--- src/rtl/fp_div_prenorm.sv ---
// ============================================================================
//  Module      : fp_div_prenorm
//  Description : Two-stage pre-normalisation for the floating-point divider.
//                Unpacks both operands, left-justifies the significands
//                (subnormals included) and forms the quotient sign and its
//                biased exponent. Define FP_DIV_PRENORM_SPECIAL_EN to build
//                zero/inf/NaN classification.
//  Revision    : 1.0 - initial release
// ============================================================================
`default_nettype none

module fp_div_prenorm #(
    parameter int EXP_W = 8,
    parameter int MAN_W = 23,
    parameter int SH_W  = $clog2(MAN_W + 1)
) (
    input  logic                     clk,
    input  logic                     rst,
    input  logic                     in_valid,
    output logic                     in_ready,
    input  logic [EXP_W+MAN_W:0]     dividend,
    input  logic [EXP_W+MAN_W:0]     divisor,
    output logic                     out_valid,
    input  logic                     out_ready,
    output logic [MAN_W:0]           dividend_mantissa_normalized,
    output logic [MAN_W:0]           divisor_mantissa_normalized,
    output logic [SH_W-1:0]          dividend_shift,
    output logic [SH_W-1:0]          divisor_shift,
    output logic                     result_sign,
    output logic [EXP_W+1:0]         result_exponent,
    output logic                     out_nan,
    output logic                     out_inf,
    output logic                     out_zero
);

    localparam int OP_W = 1 + EXP_W + MAN_W;
    localparam int SIG_W = MAN_W + 1;
    localparam int RE_W = EXP_W + 2;
    localparam logic [RE_W-1:0] c_BIAS = RE_W'((1 << (EXP_W - 1)) - 1);

    // Position of the leading one measured from the MSB; zero input gives 0.
    function automatic logic [SH_W-1:0] lzc(input logic [SIG_W-1:0] sig);
        lzc = '0;
        for (int i = 0; i < SIG_W; i++) begin
            if (sig[i]) lzc = SH_W'(SIG_W - 1 - i);
        end
    endfunction

    // ------------------------------------------------------------------
    // Operand unpacking
    // ------------------------------------------------------------------
    logic             w_sign_a, w_sign_b;
    logic [EXP_W-1:0] w_exp_a, w_exp_b;
    logic [MAN_W-1:0] w_frac_a, w_frac_b;
    logic [SIG_W-1:0] w_sig_a, w_sig_b;
    logic [EXP_W-1:0] w_eff_a, w_eff_b;

    assign w_sign_a = dividend[OP_W-1];
    assign w_sign_b = divisor[OP_W-1];
    assign w_exp_a  = dividend[OP_W-2 -: EXP_W];
    assign w_exp_b  = divisor[OP_W-2 -: EXP_W];
    assign w_frac_a = dividend[MAN_W-1:0];
    assign w_frac_b = divisor[MAN_W-1:0];
    assign w_sig_a  = {(w_exp_a != '0), w_frac_a};
    assign w_sig_b  = {(w_exp_b != '0), w_frac_b};
    // Subnormals share the exponent of the smallest normal.
    assign w_eff_a  = (w_exp_a == '0) ? EXP_W'(1) : w_exp_a;
    assign w_eff_b  = (w_exp_b == '0) ? EXP_W'(1) : w_exp_b;

    // ------------------------------------------------------------------
    // Pipeline control
    // ------------------------------------------------------------------
    logic r_s1_valid, r_s2_valid;
    logic w_s1_load, w_s2_load;

    assign w_s2_load = r_s1_valid && (!r_s2_valid || out_ready);
    assign in_ready  = !r_s1_valid || w_s2_load;
    assign w_s1_load = in_valid && in_ready;
    assign out_valid = r_s2_valid;

    // ------------------------------------------------------------------
    // Stage 1 / stage 2 data registers (intentionally not reset)
    // ------------------------------------------------------------------
    logic [SIG_W-1:0] r_s1_sig_a, r_s1_sig_b;
    logic [EXP_W-1:0] r_s1_eff_a, r_s1_eff_b;
    logic [SH_W-1:0]  r_s1_lz_a, r_s1_lz_b;
    logic             r_s1_sign;

    logic [SIG_W-1:0] r_s2_norm_a, r_s2_norm_b;
    logic [SH_W-1:0]  r_s2_sh_a, r_s2_sh_b;
    logic             r_s2_sign;
    logic [RE_W-1:0]  r_s2_exp;

    logic [SIG_W-1:0] w_norm_a, w_norm_b;
    logic [RE_W-1:0]  w_exp_q;

    assign w_norm_a = r_s1_sig_a << r_s1_lz_a;
    assign w_norm_b = r_s1_sig_b << r_s1_lz_b;
    // Modular arithmetic at RE_W bits yields the signed two's complement result.
    assign w_exp_q  = ({2'b00, r_s1_eff_a} - RE_W'(r_s1_lz_a))
                    - ({2'b00, r_s1_eff_b} - RE_W'(r_s1_lz_b))
                    + c_BIAS;

    always_ff @(posedge clk) begin
        if (w_s1_load) begin
            r_s1_sig_a <= w_sig_a;
            r_s1_sig_b <= w_sig_b;
            r_s1_eff_a <= w_eff_a;
            r_s1_eff_b <= w_eff_b;
            r_s1_lz_a  <= lzc(w_sig_a);
            r_s1_lz_b  <= lzc(w_sig_b);
            r_s1_sign  <= w_sign_a ^ w_sign_b;
        end
        if (w_s2_load) begin
            r_s2_norm_a <= w_norm_a;
            r_s2_norm_b <= w_norm_b;
            r_s2_sh_a   <= r_s1_lz_a;
            r_s2_sh_b   <= r_s1_lz_b;
            r_s2_sign   <= r_s1_sign;
            r_s2_exp    <= w_exp_q;
        end
    end

    assign dividend_mantissa_normalized = r_s2_norm_a;
    assign divisor_mantissa_normalized  = r_s2_norm_b;
    assign dividend_shift               = r_s2_sh_a;
    assign divisor_shift                = r_s2_sh_b;
    assign result_sign                  = r_s2_sign;
    assign result_exponent              = r_s2_exp;

    // ------------------------------------------------------------------
    // Valid bits
    // ------------------------------------------------------------------
    always_ff @(posedge clk or posedge rst) begin
        if (rst) begin
            r_s1_valid <= 1'b0;
            r_s2_valid <= 1'b0;
        end else begin
            if (w_s1_load)      r_s1_valid <= 1'b1;
            else if (w_s2_load) r_s1_valid <= 1'b0;

            if (w_s2_load)      r_s2_valid <= 1'b1;
            else if (out_ready) r_s2_valid <= 1'b0;
        end
    end

`ifdef FP_DIV_PRENORM_SPECIAL_EN
    // ------------------------------------------------------------------
    // Special-operand classification
    // ------------------------------------------------------------------
    logic w_zero_a, w_inf_a, w_nan_a;
    logic w_zero_b, w_inf_b, w_nan_b;
    logic r_s1_zero_a, r_s1_inf_a, r_s1_nan_a;
    logic r_s1_zero_b, r_s1_inf_b, r_s1_nan_b;
    logic w_nan_q, w_inf_q, w_zero_q;
    logic r_s2_nan, r_s2_inf, r_s2_zero;

    assign w_zero_a = (w_exp_a == '0) && (w_frac_a == '0);
    assign w_zero_b = (w_exp_b == '0) && (w_frac_b == '0);
    assign w_inf_a  = (&w_exp_a) && (w_frac_a == '0);
    assign w_inf_b  = (&w_exp_b) && (w_frac_b == '0);
    assign w_nan_a  = (&w_exp_a) && (w_frac_a != '0);
    assign w_nan_b  = (&w_exp_b) && (w_frac_b != '0);

    // 0/0 and inf/inf are invalid; NaN takes priority so the flags stay exclusive.
    assign w_nan_q  = r_s1_nan_a | r_s1_nan_b | (r_s1_zero_a & r_s1_zero_b)
                    | (r_s1_inf_a & r_s1_inf_b);
    assign w_inf_q  = !w_nan_q & (r_s1_inf_a | r_s1_zero_b);
    assign w_zero_q = !w_nan_q & (r_s1_zero_a | r_s1_inf_b);

    always_ff @(posedge clk or posedge rst) begin
        if (rst) begin
            r_s1_zero_a <= 1'b0;
            r_s1_inf_a  <= 1'b0;
            r_s1_nan_a  <= 1'b0;
            r_s1_zero_b <= 1'b0;
            r_s1_inf_b  <= 1'b0;
            r_s1_nan_b  <= 1'b0;
            r_s2_nan    <= 1'b0;
            r_s2_inf    <= 1'b0;
            r_s2_zero   <= 1'b0;
        end else begin
            if (w_s1_load) begin
                r_s1_zero_a <= w_zero_a;
                r_s1_inf_a  <= w_inf_a;
                r_s1_nan_a  <= w_nan_a;
                r_s1_zero_b <= w_zero_b;
                r_s1_inf_b  <= w_inf_b;
                r_s1_nan_b  <= w_nan_b;
            end
            if (w_s2_load) begin
                r_s2_nan  <= w_nan_q;
                r_s2_inf  <= w_inf_q;
                r_s2_zero <= w_zero_q;
            end
        end
    end

    assign out_nan  = r_s2_nan;
    assign out_inf  = r_s2_inf;
    assign out_zero = r_s2_zero;
`else
    assign out_nan  = 1'b0;
    assign out_inf  = 1'b0;
    assign out_zero = 1'b0;
`endif

endmodule

`default_nettype wire

--- config.mk ---
export PLATFORM = sky130hd
export DESIGN_NAME = fp_div_prenorm
export DESIGN_NICKNAME = d
export VERILOG_FILES = /design/src/rtl/fp_div_prenorm.sv
export SDC_FILE = /design/constraint.sdc
export NUM_CORES = 1
export LEC_CHECK = 0
export ABC_AREA = 1
export BUFFER_PORTS_ARGS = -buffer_cell sky130_fd_sc_hd__buf_4
export CORE_UTILIZATION = 51
export DETAILED_ROUTE_END_ITERATION = 10
export PLACE_DENSITY = 0.84
export RECOVER_POWER = 25
export SLEW_MARGIN = 25
export SYNTH_ARGS = -nofsm -noshare
export SYNTH_HDL_FRONTEND = slang
export SYNTH_SLANG_ARGS = --single-unit
--- constraint.sdc ---
create_clock -name clk -period 4 [get_ports clk]
set_input_delay 0.2 -clock clk [delete_from_list [all_inputs] [get_ports clk]]
set_output_delay 0.2 -clock clk [all_outputs]
set_load 0.1 [all_outputs]
Word-level counts from Yosys, hierarchy flattened
Cells that the tools add are included.
{ "totals": {"ff_bits": 146, "output_inout_bits": 74, "wordCells": 100} }
{ "classes": {"n_addsub": 4, "n_shift": 2, "muxes": 50, "bitwise_logic": 1, "reduce_logical": 20} }
{ "ops": {"columns": ["op", "count"], "rows": [
  ["2-to-1 mux 5 bit", 16],
  ["2-to-1 mux 4 bit", 16],
  ["left shift 24 x 5 -> 24 bit", 2],
  ["OR reduction 16 bit", 2],
  ["2-to-1 mux 3 bit", 8],
  ["subtractor 8 x 5 -> 9 bit", 2],
  ["logical NOT 8 bit", 2],
  ["nonzero test 8 bit", 2],
  ["OR reduction 8 bit", 2],
  ["adder 10 x 7 -> 10 bit (second input constant)", 1],
  ["subtractor 9 x 9 -> 10 bit", 1],
  ["2-to-1 mux 2 bit", 4],
  ["OR reduction 4 bit", 2],
  ["2-to-1 mux 1 bit", 6],
  ["nonzero test 2 bit", 2],
  ["OR reduction 2 bit", 2],
  ["logical AND 1 bit", 2],
  ["logical NOT 1 bit", 2],
  ["logical OR 1 bit", 2],
  ["bitwise XOR 1 bit", 1]
]} }

Logic depth before layout (Yosys ltp)
{ "logic_depth": {"depth_word": 23, "mapped_depth": 23} }

Worst setup path before layout
Ideal clock, no wire load.
{ "synth_path": {"path_kind": "register -> register", "start": "register r_s2_valid, in the netlist out_valid", "end": "register r_s2_norm_a[0], in the netlist dividend_mantissa_normalized[0] (enable)", "arrival_time_ns": 4.287, "path_slack_ns": -0.806, "path_stages_with_launch": 2, "path_buffers": 0, "cell_sequence": "dfrtp_1 > a21oi_1"} }
{ "synth_between": {"elab_chain_len": 3} }
{ "synth_lines": {"columns": ["item", "line_no", "rtl"], "rows": [
  ["start, declared", "73", "logic r_s1_valid, r_s2_valid;"],
  ["start signal, assigned", "137", "r_s2_valid <= 1'b0;"],
  ["start signal, assigned", "142", "if (w_s2_load) r_s2_valid <= 1'b1;"],
  ["start signal, assigned", "143", "else if (out_ready) r_s2_valid <= 1'b0;"],
  ["logical NOT 1 bit", "76", "assign w_s2_load = r_s1_valid && (!r_s2_valid || out_ready);"],
  ["logical OR 1 bit", "76", null],
  ["logical AND 1 bit", "76", null],
  ["via w_s2_load", "74", "logic w_s1_load, w_s2_load;"],
  ["end signal, assigned", "115", "r_s2_norm_a <= w_norm_a;"],
  ["end, declared", "89", "logic [SIG_W-1:0] r_s2_norm_a, r_s2_norm_b;"]
]} }
The timed path passes the listed nets, and every way through them passes these cells.
A chain may end at the register's enable or synchronous reset.

Worst setup path after layout
{ "layout_path": {"start": "register r_s1_lz_a[1]", "end": "register r_s2_exp[8], in the netlist result_exponent[8] (data pin)"} }
{ "layout_between": {"elab_chain_len": 3} }
{ "layout_lines": {"columns": ["item", "line_no", "rtl"], "rows": [
  ["start, declared", "86", "logic [SH_W-1:0] r_s1_lz_a, r_s1_lz_b;"],
  ["start signal, assigned", "110", "r_s1_lz_a <= lzc(w_sig_a);"],
  ["subtractor 8 x 5 -> 9 bit", "100", "assign w_exp_q = ({2'b00, r_s1_eff_a} - RE_W'(r_s1_lz_a))"],
  ["subtractor 9 x 9 -> 10 bit", "101", "- ({2'b00, r_s1_eff_b} - RE_W'(r_s1_lz_b))"],
  ["adder 10 x 7 -> 10 bit", "102", "+ c_BIAS;"],
  ["via w_exp_q[8]", "95", "logic [RE_W-1:0] w_exp_q;"],
  ["end signal, assigned", "120", "r_s2_exp <= w_exp_q;"],
  ["end, declared", "92", "logic [RE_W-1:0] r_s2_exp;"]
]} }
The timed path passes the listed nets, and every way through them passes these cells.

==> impl_metrics.csv <==
group,metric,value,unit
outcome,status,"completed",
synthesis,synth_common_cells,"244 x nand2_1, 144 x edfxtp_1, 103 x inv_1, 83 x o21ai_0, 68 x nor2_1",
final_layout,area_growth,26.1,%
global_route,grt_pass1_vias,6408,
floorplan,die_x,129,µm
power,p_leak,4.46,nW
run,maxCapViolations,0,
final_layout,diodes,0,
timing,fmax,0.287,GHz
cts,htree_levels,4,
worst_setup_path,path_delay_family,"adder cells",
worst_setup_path,worstSetupPathType,"reg2reg",
timing,holdWs,0.0397,ns
power,power_density,518,nW/µm²
global_route,grt_pass1_wl,30400,µm
synthesis,synth_edf_count,144,
timing,finalClockSkew,0.00694,ns
synthesis,yosysMostFrequentCell,"nand2_1",
cts,cts_buffers,17,
synthesis,synth_top_area_share,52.8,%
cts,clock_sinks,146,
synthesis,syn_inst,918,
floorplan,die_h,129,µm
synthesis,synth-seq-cells,146,
synthesis,ys_seq_area_share,53.4,%
placed_design,hpwl,13200,µm
worst_setup_path,end_kind,"flop",
timing,hold_violations,0,
floorplan,initial_core_util,53.0,%
synthesis,yosysWarningCount,0,
global_route,grt_max_degree,70,
cts,post_cts_buffers,0,
worst_setup_path,critPathLaunchType,"flop",
timing,worst_pin_slew,1.19,ns
synthesis,syn_avg_cell_area,8.92,µm²
cts,hold_buffers,61,
final_layout,drive_gt1_share,11.6,%
worst_setup_path,path_cells,"inv_2, ha_1, nand3_1, nand2_1, xnor2_1, inv_1, ha_1, ha_1, a21oi_1, nand2_1, a21oi_1, inv_1, a21oi_1, nor2_1, o21ai_0, nand2_1, xor2_1",
timing,slew_headroom,20.8,%
floorplan,io_pins,142,
global_route,grt_antenna_before_repair,0,
synthesis,netlist_area,8180,µm²
global_route,grtUsageTotal,24.2,%
cts,cts-root-buf,"clkbuf_16",
cts,clk_pin_slew,0.06,ns
timing,drv_slew,0,
worst_setup_path,crit_slowest_cell,"edfxtp_1",
drt,ant_nets,0,
timing,setup_viol,0,
synthesis,synth_cell_type_count,37,
floorplan,core_area,15400,µm²
worst_setup_path,worstPathArrival,3.66,ns
drt,first_iter_violations,559,
final_layout,final_util,66.9,%
drt,drc_errors,0,
timing,tns,0,ns
timing,rsz0062_at_grt,"false",
floorplan,die_area,16600,µm²
placed_design,io_buffers,138,
cts,insertion_delay,0.43,ns
drt,vias,6940,
drt,viasPerCell,5.25,
synthesis,synth-main-ff-cell,"edfxtp_1",
worst_setup_path,critPathMaxFanout,27,
synthesis,yosys-top-cells-area,"edfxtp_1 53%, nand2_1 11%, o21ai_0 5.1%",
cts,tritoncts,"done",
worst_hold_path,holdCritPathClass,"in2reg",
worst_setup_path,path_buf_inv,3,
cts,clockBufferDepth,2,
final_layout,nets,1196,
timing,fin_crit_sh,87.2,%
drt,wl_per_cell,14.4,µm
cts,ctsResizeCount,0,
power,peakVddDrop,0.296,mV
drt,routed_wl,19100,µm
placed_design,gp_congestion,0.914,
drt,first_pass_iters,5,
global_route,overflow,0,
worst_setup_path,critPathMaxStageDelay,0.42,ns
worst_setup_path,cp.required,4.17,ns
timing,min_period,3.49,ns
synthesis,synth_largest_area_cell,"edfxtp_1",
floorplan,rows,45,
synthesis,synthArstFlopShare,1.37,%
-- where the power goes --
part           switching [W]  internal (W)
Sequential         0.0000651       0.00191
Clock               0.000626      0.000973
Combinational        0.00134      0.000422
Total                0.00203       0.00331
-- area by class of cell --
type	instances	area, µm²
clock buffers	17	425
clock inverters	15	165
fillers	1217	5100
inverters	107	402
multi-input cells	609	3160
flip-flops and latches	146	4370
well taps	211	264
repair buffers	217	1530
-- cell families after synthesis --
kind of cell               Yosys count  share of synthesized area (%)
AOI/OAI and AO/OA                  161                           11.1
xor gates and xnor gates            19                           2.03
adders and majority gates           30                           4.86
buffers and inverters              165                           8.15
DFF                                146                           53.4
muxes                               11                           1.35
other                                1                         0.0458
and+or+nand+nor                    385                           19.0
-- per-stage QoR --
stage	power [W]	instance area (µm²)	cells	setup WS (ns)
after floorplan	0.00335	8200	920	0.171
after global placement	0.00370	9370	1229	0.777
after detailed placement	0.00373	9370	1229	0.677
after CTS	0.00537	10600	1322	0.553
after global routing	0.00554	10300	1322	0.148
final	0.00534	10300	1322	0.513
-- placed cells by master, fill, tap and decap left out, types with 2 or more instances in the layout --
master         count
xor2_1            15
nor4_1            13
clkinvlp_4         3
inv_1            102
o31ai_1            2
o211ai_1           5
fa_1               3
o22ai_1            3
a22oi_1            5
nor3_1            10
o21ai_1            6
clkinv_4           2
a211oi_1           3
a311oi_1           2
inv_2              4
a21oi_1           32
a21boi_0           2
conb_1             3
clkbuf_1          67
a21oi_2            2
a31oi_1           11
dlygate4sd3_1     61
nor2_1            68
xnor2_1            4
clkbuf_16         17
mux2i_1           11
clkinv_2           3
edfxtp_1         144
nand3_1           47
nand2_1          244
ha_1              27
bufinv_16          3
o21ai_0           83
clkbuf_4          15
clkinv_1           4
dfrtp_1            2
or2_2              2
buf_4             74
a2111oi_2          2
-- worst reg2reg max path, cell delays in order, from the launching register on --
cell	delay (ns)
edfxtp_1	0.42
inv_2	0.33
ha_1	0.31
nand3_1	0.08
nand2_1	0.08
xnor2_1	0.13
inv_1	0.06
ha_1	0.29
ha_1	0.35
a21oi_1	0.16
nand2_1	0.09
a21oi_1	0.13
inv_1	0.05
a21oi_1	0.23
nor2_1	0.06
o21ai_0	0.20
nand2_1	0.12
xor2_1	0.15
-- flip-flops by register name (all words and copies together) (netlist names) --
name	cells
dividend_mantissa_normalized	24
dividend_shift	5
divisor_mantissa_normalized	24
divisor_shift	5
out_valid	1
r_s1_eff_a	8
r_s1_eff_b	8
r_s1_lz_a	5
r_s1_lz_b	5
r_s1_sig_a	24
r_s1_sig_b	24
r_s1_sign	1
r_s1_valid	1
result_exponent	10
result_sign	1
-- worst paths after layout --
path | start | end | slack, ns | cells past startpoint
max | r_s1_lz_a[1]$_SDFFCE_PP0P_ | result_exponent[8]$_DFFE_PP_ | 0.51 | 17
min | in_valid | r_s1_valid$_DFFE_PP0P_ | 0.04 | 3
max reg2reg | r_s1_lz_a[1]$_SDFFCE_PP0P_ | result_exponent[8]$_DFFE_PP_ | 0.51 | 17
min reg2reg | r_s1_sign$_DFFE_PP_ | result_sign$_DFFE_PP_ | 0.42 | 0
max in group asynchronous | rst | out_valid$_DFFE_PP0P_ | 3.67 | 3
min in group asynchronous | rst | r_s1_valid$_DFFE_PP0P_ | 0.20 | 3
-- layer usage --
metal  part of all wire (%)  routed length [µm]  vias up  GRT usage (%)
met5                      0                   0        -              0
met4                    3.0                 569        0           11.7
met3                    5.8                1110       42           5.49
met2                     52                9850      278           43.3
met1                     40                7530     3173           27.3
li1                       -                   -     3447              -
Power figures use the tool's default switching activity.
